<file path="src/rtl/t5_pkg.sv">
// Shared T5 core constants: major opcodes (instr[6:2]) and pipeline sequencer state encodings.
// Latency: n/a (declarations only).
// Backpressure: n/a (declarations only).
package t5_pkg;

    localparam logic [4:0] OPC_LOAD   = 5'h00;
    localparam logic [4:0] OPC_OPIMM  = 5'h04;
    localparam logic [4:0] OPC_STORE  = 5'h08;
    localparam logic [4:0] OPC_BRANCH = 5'h18;

    typedef enum logic [1:0] {
        ST_RUN   = 2'd0,
        ST_IWAIT = 2'd1,
        ST_DWAIT = 2'd2,
        ST_FLUSH = 2'd3
    } st_t;

endpackage

</file>
<file path="src/rtl/t5_pipe_ctrl_if.sv">
// Sequencer <-> datapath bundle: fetch handshake, data-bus status, hazard operands, stage controls.
// Latency: n/a (wiring only).
// Backpressure: n/a (wiring only).
// master : the pipeline sequencer (drives ireq/sena/dbub/dflush/sbusy)
// slave  : the datapath / memory side (drives iack, dreq, dack, xbra, opcodes and register indices)
interface t5_pipe_ctrl_if;

    logic       ireq;
    logic       iack;
    logic       dreq;
    logic       dack;
    logic       xbra;
    logic [4:0] dopc;
    logic [4:0] drs1;
    logic [4:0] drs2;
    logic [4:0] xopc;
    logic [4:0] xrd;
    logic       sena;
    logic       dbub;
    logic       dflush;
    logic       sbusy;

    modport master (
        output ireq, sena, dbub, dflush, sbusy,
        input  iack, dreq, dack, xbra, dopc, drs1, drs2, xopc, xrd
    );

    modport slave (
        input  ireq, sena, dbub, dflush, sbusy,
        output iack, dreq, dack, xbra, dopc, drs1, drs2, xopc, xrd
    );

endinterface

</file>
<file path="src/rtl/t5_hazard.sv">
// Load-use detector: flags a LOAD in execute whose rd feeds either source of the decode instruction.
// Latency: purely combinational, same cycle.
// Backpressure: none; the sequencer turns luse into a one-cycle bubble.
// Ports: xopc/xrd (execute opcode, dest), drs1/drs2 (decode sources) -> luse.
module t5_hazard
    import t5_pkg::*;
(
    input  logic [4:0] xopc,
    input  logic [4:0] xrd,
    input  logic [4:0] drs1,
    input  logic [4:0] drs2,
    output logic       luse
);

    // rs2 is compared even for formats that have no rs2; a spurious bubble costs one
    // cycle, a missed one corrupts data, and it avoids decoding the instruction format.
    assign luse = (xopc == OPC_LOAD) && (xrd != 5'd0) && ((xrd == drs1) || (xrd == drs2));

endmodule

</file>
<file path="src/rtl/t5_pipe_ctrl.sv">
// T5 pipeline sequencer: global stage enable, fetch request, load-use bubbles and branch flushes.
// Latency: sena/dbub/dflush are combinational from state and inputs; state advances on each sclk.
// Backpressure: data-bus wait (dreq & ~dack) and fetch wait (ireq & ~iack) drop sena until acked.
// Ports: sclk, srst (async active-high), bus (t5_pipe_ctrl_if.master).
// Optional T5_PERFCNT_EN: adds cstl (cycles with sena=0) and cflu (FLUSH entries), XLEN wide.
module t5_pipe_ctrl
    import t5_pkg::*;
#(
    parameter int XLEN      = 32,
    parameter int FLUSH_CYC = 2
) (
    input  logic           sclk,
    input  logic           srst,
    t5_pipe_ctrl_if.master bus
`ifdef T5_PERFCNT_EN
    ,
    output logic [XLEN-1:0] cstl,
    output logic [XLEN-1:0] cflu
`endif
);

    localparam logic [1:0] FCNT_LOAD = 2'(FLUSH_CYC - 1);

    st_t        st;
    logic [1:0] fcnt;
    logic       ireq_q;
    logic       bpend;    // branch seen while waiting on the data bus
    logic       ihave;    // fetch data arrived while waiting on the data bus
    logic       luse;
    logic       dstall;
    logic       fwait;
    logic       flu_ent;
    logic       sena;
    logic       dbub;
    logic       dflush;

    t5_hazard u_hazard (
        .xopc (bus.xopc),
        .xrd  (bus.xrd),
        .drs1 (bus.drs1),
        .drs2 (bus.drs2),
        .luse (luse)
    );

    always_comb begin
        // Once in DWAIT only dack releases the stall; elsewhere a fresh pending access stalls.
        dstall  = (st == ST_DWAIT) ? ~bus.dack : (bus.dreq & ~bus.dack);
        // ireq is low only in the first cycle after reset, which also has no instruction.
        fwait   = ((st == ST_RUN) || (st == ST_IWAIT)) && (~ireq_q || ~bus.iack);
        // A branch re-seen inside FLUSH only reloads the counter, it is not a new entry.
        flu_ent = ~dstall && ((st == ST_DWAIT) ? (bpend | bus.xbra)
                                               : (bus.xbra && (st != ST_FLUSH)));
    end

    always_comb begin
        sena   = 1'b0;
        dbub   = 1'b0;
        dflush = 1'b0;
        if (srst) begin
            dflush = 1'b1;
        end else if (dstall) begin
            sena = 1'b0;
        end else if (st == ST_DWAIT) begin
            sena = 1'b1;
        end else if (st == ST_FLUSH) begin
            sena   = 1'b1;
            dbub   = 1'b1;
            dflush = 1'b1;
        end else if (fwait) begin
            sena = 1'b0;
        end else if (luse) begin
            // Execute and memory move on; decode holds and a NOP enters execute.
            sena = 1'b1;
            dbub = 1'b1;
        end else begin
            sena = 1'b1;
        end
    end

    always_ff @(posedge sclk or posedge srst) begin
        if (srst) begin
            st     <= ST_RUN;
            fcnt   <= 2'd0;
            ireq_q <= 1'b0;
            bpend  <= 1'b0;
            ihave  <= 1'b0;
        end else begin
            if (!dstall) begin
                ireq_q <= 1'b1;
            end
            if (dstall) begin
                st <= ST_DWAIT;
                if (st != ST_DWAIT) begin
                    // An interrupted flush is replayed in full after the access completes;
                    // fetch data landing during a flush is discarded, so it is not latched.
                    bpend <= bus.xbra | (st == ST_FLUSH);
                    ihave <= bus.iack & ireq_q & (st != ST_FLUSH);
                end else begin
                    bpend <= bpend | bus.xbra;
                    ihave <= ihave | bus.iack;
                end
            end else if (flu_ent) begin
                st    <= ST_FLUSH;
                fcnt  <= FCNT_LOAD;
                bpend <= 1'b0;
                ihave <= 1'b0;
            end else if (st == ST_DWAIT) begin
                // Fetch data latched during the stall means no return to IWAIT.
                st    <= (ihave | bus.iack) ? ST_RUN : ST_IWAIT;
                bpend <= 1'b0;
                ihave <= 1'b0;
            end else if (st == ST_FLUSH) begin
                if (bus.xbra) begin
                    fcnt <= FCNT_LOAD;
                end else if (fcnt == 2'd0) begin
                    st <= ST_RUN;
                end else begin
                    fcnt <= fcnt - 2'd1;
                end
            end else if (fwait) begin
                st <= ireq_q ? ST_IWAIT : ST_RUN;
            end else begin
                st <= ST_RUN;
            end
        end
    end

    assign bus.ireq   = ireq_q;
    assign bus.sena   = sena;
    assign bus.dbub   = dbub;
    assign bus.dflush = dflush;
    assign bus.sbusy  = ~sena;

`ifdef T5_PERFCNT_EN
    always_ff @(posedge sclk or posedge srst) begin
        if (srst) begin
            cstl <= '0;
            cflu <= '0;
        end else begin
            if (!sena) begin
                cstl <= cstl + XLEN'(1);
            end
            if (flu_ent) begin
                cflu <= cflu + XLEN'(1);
            end
        end
    end
    // Decode opcode is not needed: the hazard check compares rs2 conservatively.
    logic unused_dopc;
    assign unused_dopc = &{1'b0, bus.dopc};
`else
    // Decode opcode is not needed: the hazard check compares rs2 conservatively.
    // XLEN only sizes the counters, which are absent in this build.
    localparam int unused_xlen = XLEN;
    logic unused_dopc;
    assign unused_dopc = &{1'b0, bus.dopc};
`endif

endmodule

</file>
<file path="src/flat_wrapper.sv">
// flat-port wrapper written by rule: the top's interface ports become plain ports
module t5_pipe_ctrl_flat import t5_pkg::*;
#(
    parameter int XLEN      = 32,
    parameter int FLUSH_CYC = 2
)
  (sclk, srst, bus_ireq, bus_sena, bus_dbub, bus_dflush, bus_sbusy, bus_iack, bus_dreq, bus_dack, bus_xbra, bus_dopc, bus_drs1, bus_drs2, bus_xopc, bus_xrd);
  t5_pipe_ctrl_if bus_i ();
  input  logic sclk;
  input  logic srst;
  output wire logic [$bits(bus_i.ireq)-1:0] bus_ireq;
  output wire logic [$bits(bus_i.sena)-1:0] bus_sena;
  output wire logic [$bits(bus_i.dbub)-1:0] bus_dbub;
  output wire logic [$bits(bus_i.dflush)-1:0] bus_dflush;
  output wire logic [$bits(bus_i.sbusy)-1:0] bus_sbusy;
  input wire logic [$bits(bus_i.iack)-1:0] bus_iack;
  input wire logic [$bits(bus_i.dreq)-1:0] bus_dreq;
  input wire logic [$bits(bus_i.dack)-1:0] bus_dack;
  input wire logic [$bits(bus_i.xbra)-1:0] bus_xbra;
  input wire logic [$bits(bus_i.dopc)-1:0] bus_dopc;
  input wire logic [$bits(bus_i.drs1)-1:0] bus_drs1;
  input wire logic [$bits(bus_i.drs2)-1:0] bus_drs2;
  input wire logic [$bits(bus_i.xopc)-1:0] bus_xopc;
  input wire logic [$bits(bus_i.xrd)-1:0] bus_xrd;
  assign bus_ireq = bus_i.ireq;
  assign bus_sena = bus_i.sena;
  assign bus_dbub = bus_i.dbub;
  assign bus_dflush = bus_i.dflush;
  assign bus_sbusy = bus_i.sbusy;
  assign bus_i.iack = bus_iack;
  assign bus_i.dreq = bus_dreq;
  assign bus_i.dack = bus_dack;
  assign bus_i.xbra = bus_xbra;
  assign bus_i.dopc = bus_dopc;
  assign bus_i.drs1 = bus_drs1;
  assign bus_i.drs2 = bus_drs2;
  assign bus_i.xopc = bus_xopc;
  assign bus_i.xrd = bus_xrd;
  t5_pipe_ctrl #(.XLEN(XLEN), .FLUSH_CYC(FLUSH_CYC)) u_core (.sclk(sclk), .srst(srst), .bus(bus_i));
endmodule
</file>
<file path="config.mk">
export PLATFORM = sky130hd
export DESIGN_NAME = t5_pipe_ctrl_flat
export DESIGN_NICKNAME = d
export VERILOG_FILES = /design/src/rtl/t5_pkg.sv /design/src/rtl/t5_pipe_ctrl_if.sv /design/src/rtl/t5_hazard.sv /design/src/rtl/t5_pipe_ctrl.sv /design/src/flat_wrapper.sv
export SDC_FILE = /design/constraint.sdc
export NUM_CORES = 1
export LEC_CHECK = 0
export BUFFER_PORTS_ARGS = -buffer_cell sky130_fd_sc_hd__buf_4
export CAP_MARGIN = 20
export CORE_UTILIZATION = 38
export DETAILED_ROUTE_END_ITERATION = 16
export PLACE_DENSITY = 0.79
export RECOVER_POWER = 50
export SYNTH_ARGS = -nofsm -noshare
export SYNTH_HDL_FRONTEND = slang
export SYNTH_HIERARCHICAL = 1
export SYNTH_SLANG_ARGS = --single-unit
</file>
<file path="constraint.sdc">
create_clock -name sclk -period 1.43 [get_ports sclk]
set_input_delay 0.286 -clock sclk [delete_from_list [all_inputs] [get_ports sclk]]
set_output_delay 0.286 -clock sclk [all_outputs]
set_load 0.01 [all_outputs]
</file>
==> results.md, run 1 <==
* Status: finished with violations
* Violated checks: setup timing
* Fmax at 574 MHz
* Final setup viols at 3
* Core ar. at 1510 µm²
* ANT cells at 0
* Final period util at 1.22
* Starting Density at 0.411
* Die area at 1800 µm²
* Worst hold slack at 0.179 ns
* VDD IR max at 0.000961 V
* Post-Synth XOR/XNOR Area at 0.156
* Gr usage total at 0.237
* Worst-Margin Slew at 0.423 ns
* First-pass iteration count of the detailed router at 5
* Reg clk slew, reported paths at 0.05 ns
* Wire length of the first global-routing pass at 3190 µm
* Adder-Cell Fraction of Synth Area at 0.0202
* Post-synth ARST share at 1.00
* Initial DRC count at 15
* Ys Warns at 6
* EDFF count, synth at 0
* Antenna violations before repair at 0
* Clk root buf: clkbuf_4
* Most frequent cells in the layout: buf_4, dfrtp_1, xor2_1
* Clk_lat worst skew at 0.26 ns
* Syn Nets at 101
* Mean Syn Cell Area at 8.98 µm²
* Area grow syn2layout at 76.8%
* Vias/cell at 5.30
* Pre-CTS setup slack at -0.357 ns
* Die Ht at 42.4 µm
* Crit path arrival time at 1.46 ns
* Slew Limit Fails at 0
* Residual DRC at 0
* Primary FF master, synth: dfrtp_1
* Startpoint Class: input pin
* Minimum clock period at 1.74 ns
* Synth Register Bits at 7
* Final Hold Viols at 0
* Post-Syn Area at 619 µm²
* Crit. End Element: output pin
* Total Power at 1330 µW
* Final global-route overflow total at 0
* Die W at 42.4 µm
* Clk sinks at 7
* Worst Hold Class: in2async
* GP Congestion at 0.820
* Crit Path Class: in2out
* Fillers at 121
* Total CTS buffers at 3
* MaxCap Viol Count at 0
* Post-synthesis compound-gate area fraction at 0.253
* I/O Buffers at 30
* Main combinational cell family by area after synthesis: compound AO/OA/AOI/OAI gates
* Vias in the first global route at 734
* Synth Area in Simple Gates at 0.230
* CTS tree: done
* Final #Nets at 152
* Static leakage at 0.000517 µW
* I/O Pins at 36
* Setup Skew at 0.00142 ns
* DRT antenna net count at 0
* Largest net degree at the start of global routing at 11
* Routed wire per std cell at 13.8 µm
* Syn Inst Count at 69
* RSZ-0062 raised after global routing: yes
* Commonest non-fill, non-tap cell in the layout: buf_4
* CTS Buffer Depth at 2
* Routed wire length at 1860 µm
* Worst setup margin at -0.313 ns
* Post-DP HPWL at 1350 µm
* Yosys cell types at 35
* Vias at 716
* Sequential area share after synthesis at 0.283
* Row count at 14
* Critical Path RT at 1.14 ns
* Max FO, Critical Path at 3
* Share of layout cells above drive strength 1 at 0.546
* Slew headroom at 0.714
* PwrDens at 1220 nW/µm²
* Multiplexer area fraction after synthesis at 0.0162
* H-tree lvl count at 1
==> synthesized netlist by cell type (2+ instances only) <==
| master | instances | area (µm²) |
|---|---|---|
| nor2_1 | 3 | 11.3 |
| nor3_1 | 4 | 20.0 |
| dfrtp_1 | 7 | 175 |
| a211oi_1 | 2 | 15.0 |
| xnor2_1 | 5 | 43.8 |
| nand3_1 | 2 | 10.0 |
| a21oi_1 | 5 | 25.0 |
| inv_1 | 4 | 15.0 |
| o21bai_1 | 2 | 15.0 |
| nand2b_1 | 3 | 18.8 |
| or3_1 | 2 | 12.5 |
| nand2_1 | 2 | 7.51 |
| xor2_1 | 6 | 52.6 |
==> state kept, by name, summed over array words and instances, names as in the netlist <==
signal,count
u_core/fcnt,2
u_core/st,2
u_core/bpend,1
u_core/bus.ireq,1
u_core/ihave,1
==> final cells by class <==
| class | instances | area (µm²) | share of cell area |
|---|---|---|---|
| Clock buffer | 4 | 26.3 | 0.0240 |
| Inverter | 4 | 15.0 | 0.0137 |
| Multi-Input combinational cell | 57 | 487 | 0.445 |
| Sequential cell | 7 | 175 | 0.160 |
| Tap cell | 16 | 20.0 | 0.0183 |
| Timing Repair Buffer | 47 | 372 | 0.339 |
==> metrics by stage <==
stage | TNS, ns | instance area [µm²] | utilization | instances
after floorplan | -0.0286 | 628 | - | 69
after detailed placement | -0.364 | 967 | 0.642 | 128
after global routing | -1.11 | 1090 | 0.727 | 135
after CTS | -0.861 | 1060 | 0.703 | 135
after global placement | -0.356 | 967 | 0.642 | 128
final | -0.862 | 1090 | 0.727 | 135
==> cell families after synthesis <==
| kind of cell | Yosys count |
|---|---|
| flip-flops | 7 |
| AND/OR/NAND/NOR | 24 |
| AO/OA/AOI/OAI | 20 |
| buffers and inverters | 5 |
| multiplexers | 1 |
| adder cells (fa/ha/maj) | 1 |
| XOR/XNOR | 11 |
==> metal layers <==
metal  wire length (µm)  GRT usage  share of wire
met5                  0          0              0
met4                 13     0.0438         0.0070
met3                 80     0.0862          0.043
met2                932      0.403           0.50
met1                835      0.287           0.45
==> worst max-delay path: stages <==
cell and delay, ns:
buf_4 0.13, or4_4 0.53, o211ai_2 0.14, a21oi_1 0.06, nand4b_1 0.10, a211oi_2 0.07, buf_4 0.14
==> path summary, 6_finish.rpt <==
| kind | startpoint | to | slack (ns) | cells after the start |
|---|---|---|---|---|
| hold / removal | srst | u_core/ihave$_DFFE_PP0P_ | 0.18 | 3 |
| setup reg to reg | u_core/fcnt[0]$_DFFE_PP0P_ | u_core/fcnt[0]$_DFFE_PP0P_ | 0.01 | 5 |
| setup / recovery | bus_xrd[1] | bus_dbub | -0.31 | 7 |
| hold reg to reg | u_core/fcnt[1]$_DFFE_PP0P_ | u_core/fcnt[1]$_DFFE_PP0P_ | 0.51 | 1 |
| max in group asynchronous | srst | u_core/bpend$_DFFE_PP0P_ | 0.98 | 3 |
| min in group sclk | bus_xbra | u_core/st[1]$_DFFE_PP0P_ | 0.30 | 2 |
==> power by group <==
group          total [µW]  internal (µW)  switching [µW]
sequential            317            270            46.6
clock                 186            107            79.0
combinational         829            469             360
==> timing repair <==
| item | CTS | global route |
|---|---|---|
| gates resized for setup | 10 | 13 |
| setup endpoints to repair | 4 | 7 |
| hold buffers | 0 | 0 |
| setup buffers | 4 | 2 |
| pin swaps | 4 | 5 |
No activity file was read; power rests on OpenSTA's default activity.
==> run 2: changes to the inputs <==
--- a/config.mk
+++ b/config.mk
@@ -7,11 +7,12 @@
 export LEC_CHECK = 0
 export BUFFER_PORTS_ARGS = -buffer_cell sky130_fd_sc_hd__buf_4
 export CAP_MARGIN = 20
-export CORE_UTILIZATION = 38
+export CELL_PAD_IN_SITES_DETAIL_PLACEMENT = 1
+export CELL_PAD_IN_SITES_GLOBAL_PLACEMENT = 1
+export CORE_UTILIZATION = 25
 export DETAILED_ROUTE_END_ITERATION = 16
-export PLACE_DENSITY = 0.79
+export PLACE_DENSITY = 0.78
 export RECOVER_POWER = 50
 export SYNTH_ARGS = -nofsm -noshare
 export SYNTH_HDL_FRONTEND = slang
-export SYNTH_HIERARCHICAL = 1
 export SYNTH_SLANG_ARGS = --single-unit
==> run 2 against run 1 <==
The run still ends with setup timing left. Synthesized cell count is 1.4% higher. Synthesized area down 8.1%. Cell count increased by 5.9%. Fmax decreased by 14%. Non-clock buffer count decreased by 3. Worst setup slack got worse by 0.29 ns. Clock skew up 0.0058 ns. Highest routed layer unchanged.
==> results.md, run 2 <==
* Crit path max-delay cell type: or4_1
* Worst hold slack at 0.164 ns
* Slew headroom at 0.733
* Inst Count DP at 134
* Most common cell in the netlist: xnor2_1
* Mean Syn Cell Area at 8.13 µm²
* WL met2 at 1210 µm
* Family with the most delay on the worst path: simple AND/OR/NAND/NOR gates
* H-tree lvl count at 1
* Post-Syn Area at 569 µm²
* GP Congestion at 0.770
* Wire length of the first global-routing pass at 3420 µm
* Share of layout cells above drive strength 1 at 0.509
* Final period util at 1.42
* Starting Density at 0.279
* DRT antenna net count at 0
* Yosys top cell area share at 0.308
* Core ar. at 2040 µm²
* Worst setup margin at -0.601 ns
* Commonest non-fill, non-tap cell in the layout: buf_4
* Residual DRC at 0
* MaxCap Viol Count at 0
* Max FO, Critical Path at 1
* I/O Buffers at 30
* Worst-path cell chain: buf_6, or4_1, or3_1, a2111oi_2, a32o_2, buf_6
* Crit. End Element: output pin
* Post-DP HPWL at 1560 µm
* Final instance area at 1050 µm²
* Startpoint Class: input pin
* DR WL met3 at 56 µm
* Critical Path RT at 1.14 ns
* EDFF count, synth at 0
* Regs by FF count: u_core.fcnt x2, u_core.st x2
* I/O Pins at 36
* Gr usage total at 0.187
* Largest net degree at the start of global routing at 10
* Final Util at 0.514
* Synth Register Bits at 7
* Top post-synthesis cells by area: dfrtp_1, xnor2_1, inv_1
* First-pass iteration count of the detailed router at 2
* Worst path bufs/invs at 2
* Wire length on met1 at 937 µm
* VDD IR max at 0.000767 V
* Vias at 687
* Most frequent cells after synthesis: xnor2_1, dfrtp_1, inv_1, nand2_1, nor2_1
* CTS Hold Buffers Added at 0
* Crit Path Class: in2out
* Final non-filler cell total at 143
* Clk_lat worst skew at 0.26 ns
* Vias/cell at 4.80
* Minimum clock period at 2.03 ns
* Yosys cell types at 25
* Final setup viols at 7
* Initial DRC count at 2
* Worst Hold Class: in2async
* Routed wire per std cell at 15.5 µm
* Syn Nets at 102
* Sequential area share after synthesis at 0.308
* Total CTS buffers at 3
* Fillers at 249
* Cell Area, Placed at 891 µm²
* Final #Nets at 149
* Final global-route overflow total at 0
* Crit path arrival time at 1.75 ns
* Clk root buf: clkbuf_4
* CTS Buffer Depth at 2
* Most frequent cells in the layout: buf_4, xnor2_1, buf_6
* Post-synth ARST share at 1.00
* Crit path top cell by count: buf_6
* Syn Inst Count at 70
* Area grow syn2layout at 84.4%
* Slew Limit Fails at 0
* Die area at 2470 µm²
* Routed wire length at 2220 µm
* PwrDens at 1290 nW/µm²
* Primary FF master, synth: dfrtp_1
* Clk sinks at 7
* Vias in the first global route at 733
* Die Ht at 49.7 µm
* RSZ-0062 raised after global routing: yes
* Status: finished with violations
* CTS tree: done
* Pre-CTS setup slack at -0.630 ns
* ANT cells at 0
* Die W at 49.7 µm
* Antenna violations before repair at 0
* Violated checks: setup timing
* Row count at 16
* Final Hold Viols at 0
* Reg clk slew, reported paths at 0.06 ns
* Highest routed layer: met4
* CP peak stage delay at 0.49 ns
* Fmax at 492 MHz
* Setup Skew at 0.00718 ns
* Leading area contributor after synthesis: dfrtp_1
* Worst-Margin Slew at 0.400 ns
* Static leakage at 0.000482 µW
* Ys Warns at 0
run 2: cell count changes after synthesis, moves of 3 or more:
cell     delta
nand2_1     +5
inv_1       +3
nor3_1      -3
xor2_1      -6
xnor2_1     +5
a31oi_1     +3
run 2: final cells by class:
class | instances | area (µm²) | area share
well taps | 27 | 33.8 | 0.0322
clock buffers | 4 | 26.3 | 0.0250
multi-input cells | 54 | 428 | 0.408
inverters | 7 | 26.3 | 0.0250
flip-flops and latches | 7 | 175 | 0.167
repair buffers | 44 | 360 | 0.343
run 2: final timing paths:
kind                                                    end  slack [ns]  depth (start not counted)                        from
min in group sclk                  u_core.bpend$_DFFE_PP0P_        0.32                          3                    bus_xbra
worst min register to register   u_core.fcnt[1]$_DFFE_PP0P_        0.53                          1  u_core.fcnt[1]$_DFFE_PP0P_
worst max-delay path                               bus_dbub       -0.60                          6                 bus_xopc[1]
worst max register to register   u_core.fcnt[0]$_DFFE_PP0P_       -0.15                          8    u_core.st[1]$_DFFE_PP0P_
max in group asynchronous       u_core.bus.ireq$_DFFE_PP0N_        0.98                          3                        srst
worst min-delay path               u_core.bpend$_DFFE_PP0P_        0.16                          3                        srst
run 2: timing repair:
| item | 4_1_cts | 5_1_grt |
|---|---|---|
| gates resized for setup | 18 | 9 |
| setup endpoints to repair | 7 | 9 |
| pin swaps | 1 | 4 |
| setup buffers | 3 | 4 |
run 2: routing by layer:
metal | vias to the layer above | global-route usage
met4 | 0 | 0.0714
met1 | 337 | 0.199
met2 | 15 | 0.365
li1 | 333 | -
met3 | 2 | 0.0216
met5 | - | 0
run 2: report_power, final:
group,internal (µW),leakage [µW],switching (µW)
Combinational,459,0.000389,384
Sequential,266,0.0000774,55.6
Clock,107,0.0000150,82.4
run 2: metrics by stage:
step	setup TNS (ns)	power [µW]
after floorplan	-0.406	626
after global placement	-1.30	855
after detailed placement	-1.65	895
after CTS	-1.59	1230
after global routing	-2.54	1440
final	-2.17	1350
run 2: worst min-delay path, cell delays in order:
cell,delay (ns)
clkbuf_1,0.13
inv_1,0.10
clkbuf_1,0.34
run 2: kinds of logic (layout without fill, tap and decap cells):
family,after synthesis,in the layout,share of synthesized area
and+or+nand+nor,25,25,0.220
AOI/OAI and AO/OA,15,15,0.178
adders and majority gates,1,1,0.0220
xor gates and xnor gates,10,10,0.154
DFF,7,7,0.308
buffers and inverters,9,55,0.0615
muxes,3,3,0.0571
==> run 3: changes to the inputs <==
--- a/config.mk
+++ b/config.mk
@@ -13,6 +13,7 @@
 export DETAILED_ROUTE_END_ITERATION = 16
 export PLACE_DENSITY = 0.78
 export RECOVER_POWER = 50
+export SETUP_SLACK_MARGIN = 0.1
 export SYNTH_ARGS = -nofsm -noshare
 export SYNTH_HDL_FRONTEND = slang
 export SYNTH_SLANG_ARGS = --single-unit
==> run 3 against run 2 <==
The flow still finishes with violations (setup timing). Flip-flop and latch count unchanged. Core utilization is 5.8 points higher. Power rose by 13%. Hold slack improved by 0.016 ns. Clock-buffer cell count did not move. Global-route usage fell by 1.9 points. Combinational power rose by 23%. Fmax fell by 0.19%. Die area did not move. Clock skew is 0.0021 ns lower. Critical path type unchanged. Largest power group unchanged.
==> results.md, run 3 (synthesis results as in run 2) <==
* Status: finished with violations
* Violated checks: setup timing
* Final global-route overflow total at 0
* Pre-CTS setup slack at -0.633 ns
* Sequential power share at 0.204
* Crit path arrival time at 1.75 ns
* Cell Area, Placed at 921 µm²
* Total CTS buffers at 3
* Critical Path RT at 1.14 ns
* Commonest non-fill, non-tap cell in the layout: buf_4
* Slew headroom at 0.724
* Reg clk slew, reported paths at 0.06 ns
* Die Ht at 49.7 µm
* First-pass iteration count of the detailed router at 3
* Storage cell area at 175 µm²
* Clk root buf: clkbuf_4
* Setup Skew at 0.00507 ns
* Clk_lat worst skew at 0.26 ns
* Crit. End Element: output pin
* Clk sinks at 7
* Final non-filler cell total at 149
* RSZ-0062 raised after global routing: yes
* CTS Hold Buffers Added at 0
* Worst setup margin at -0.605 ns
* Die area at 2470 µm²
* Post-DP HPWL at 1380 µm
* Final Util at 0.572
* Minimum clock period at 2.04 ns
* CP peak stage delay at 0.50 ns
* Area grow syn2layout at 105%
* VDD IR max at 0.000810 V
* Multi-input gate area at 475 µm²
* Final #Nets at 155
* DRT antenna net count at 0
* Regs by FF count: u_core.fcnt x2, u_core.st x2
* Fmax at 491 MHz
* Startpoint Class: input pin
* Largest net degree at the start of global routing at 8
* Routed wire length at 2090 µm
* Final instance area at 1170 µm²
* Gr usage total at 0.168
* Residual DRC at 0
* Antenna violations before repair at 0
* Internal power at 961 µW
* Final period util at 1.42
* Clock Power Share at 0.123
* Wire length of the first global-routing pass at 3060 µm
* I/O Buffers at 30
* Worst Hold Class: in2async
* Final Hold Viols at 0
* Slew Limit Fails at 0
* Sw Share at 0.375
* Crit path top cell by count: buf_6
* Initial DRC count at 2
* Vias in the first global route at 733
* CTS tree: done
* Static leakage at 0.000533 µW
* Final setup viols at 9
* Fillers at 253
* Net Switching at 576 µW
* Worst-path cell chain: buf_6, or4_1, or3_1, a2111oi_2, a32o_2, buf_6
* Vias at 703
* Max FO, Critical Path at 1
* I/O Pins at 36
* H-tree lvl count at 1
* Core ar. at 2040 µm²
* Inst Count DP at 134
* Most frequent cells in the layout: buf_4, buf_6, xnor2_1
* CTS Buffer Depth at 2
* Worst-Margin Slew at 0.414 ns
* MaxCap Viol Count at 0
* Row count at 16
* Comb pwr share at 0.674
* PwrDens at 1310 nW/µm²
* Crit Path Class: in2out
* Routed wire per std cell at 14.0 µm
* Crit path max-delay cell type: or4_1
* GP Congestion at 0.770
* Share of layout cells above drive strength 1 at 0.590
* Starting Density at 0.279
* Vias/cell at 4.72
* Die W at 49.7 µm
* ANT cells at 0
* Fin Setup TNS at -1.78 ns
## run 3: through the flow
| step | hold slack, ns | power [µW] |
|---|---|---|
| after CTS | 0.0676 | 1330 |
| after global placement | 0.315 | 914 |
| after detailed placement | 0.319 | 942 |
| after global routing | 0.239 | 1650 |
| after floorplan | 0.0962 | 696 |
| final | 0.179 | 1540 |
## run 3: area by class of cell
class / instances / share of cell area
Sequential cell: 7 / 0.150
Timing Repair Buffer: 50 / 0.369
Inverter: 7 / 0.0225
Clock buffer: 4 / 0.0225
Multi-Input combinational cell: 54 / 0.407
Tap cell: 27 / 0.0289
## run 3: worst max-delay path, delay by kind of cell
family	cells	cell delay [ns]
and+or+nand+nor	2	0.89
AOI/OAI and AO/OA	2	0.39
buffers and inverters	2	0.19
## run 3: what timing repair did
action,4_1_cts,5_1_grt
gates resized for setup,17,18
setup buffers,7,6
endpoints found under the setup margin,8,11
pin swaps,5,8
hold endpoints to repair,0,0
## run 3: layer usage
metal / GRT usage / vias up / share of wire
li1: - / 343 / -
met1: 0.162 / 334 / 0.39
met2: 0.324 / 22 / 0.55
met3: 0.0370 / 4 / 0.051
met4: 0.0857 / 0 / 0.016
met5: 0 / - / 0
## run 3: power by group through the flow
stage,combinational (µW),sequential (µW),clock (µW)
after floorplan,381,315,0
after global placement,611,303,0
after detailed placement,636,306,0
after CTS,833,304,194
after global routing,1120,326,203
final,1040,313,189
## run 3: final timing paths
| kind | slack (ns) | startpoint | to | cells past startpoint |
|---|---|---|---|---|
| setup / recovery | -0.61 | bus_xopc[1] | bus_dbub | 6 |
| hold / removal | 0.18 | srst | u_core.ihave$_DFFE_PP0P_ | 3 |
| setup reg to reg | -0.16 | u_core.st[1]$_DFFE_PP0P_ | u_core.fcnt[0]$_DFFE_PP0P_ | 8 |
| hold reg to reg | 0.50 | u_core.fcnt[1]$_DFFE_PP0P_ | u_core.fcnt[1]$_DFFE_PP0P_ | 1 |
| max in group asynchronous | 0.96 | srst | u_core.fcnt[0]$_DFFE_PP0P_ | 3 |
| min in group sclk | 0.34 | bus_xbra | u_core.bpend$_DFFE_PP0P_ | 3 |
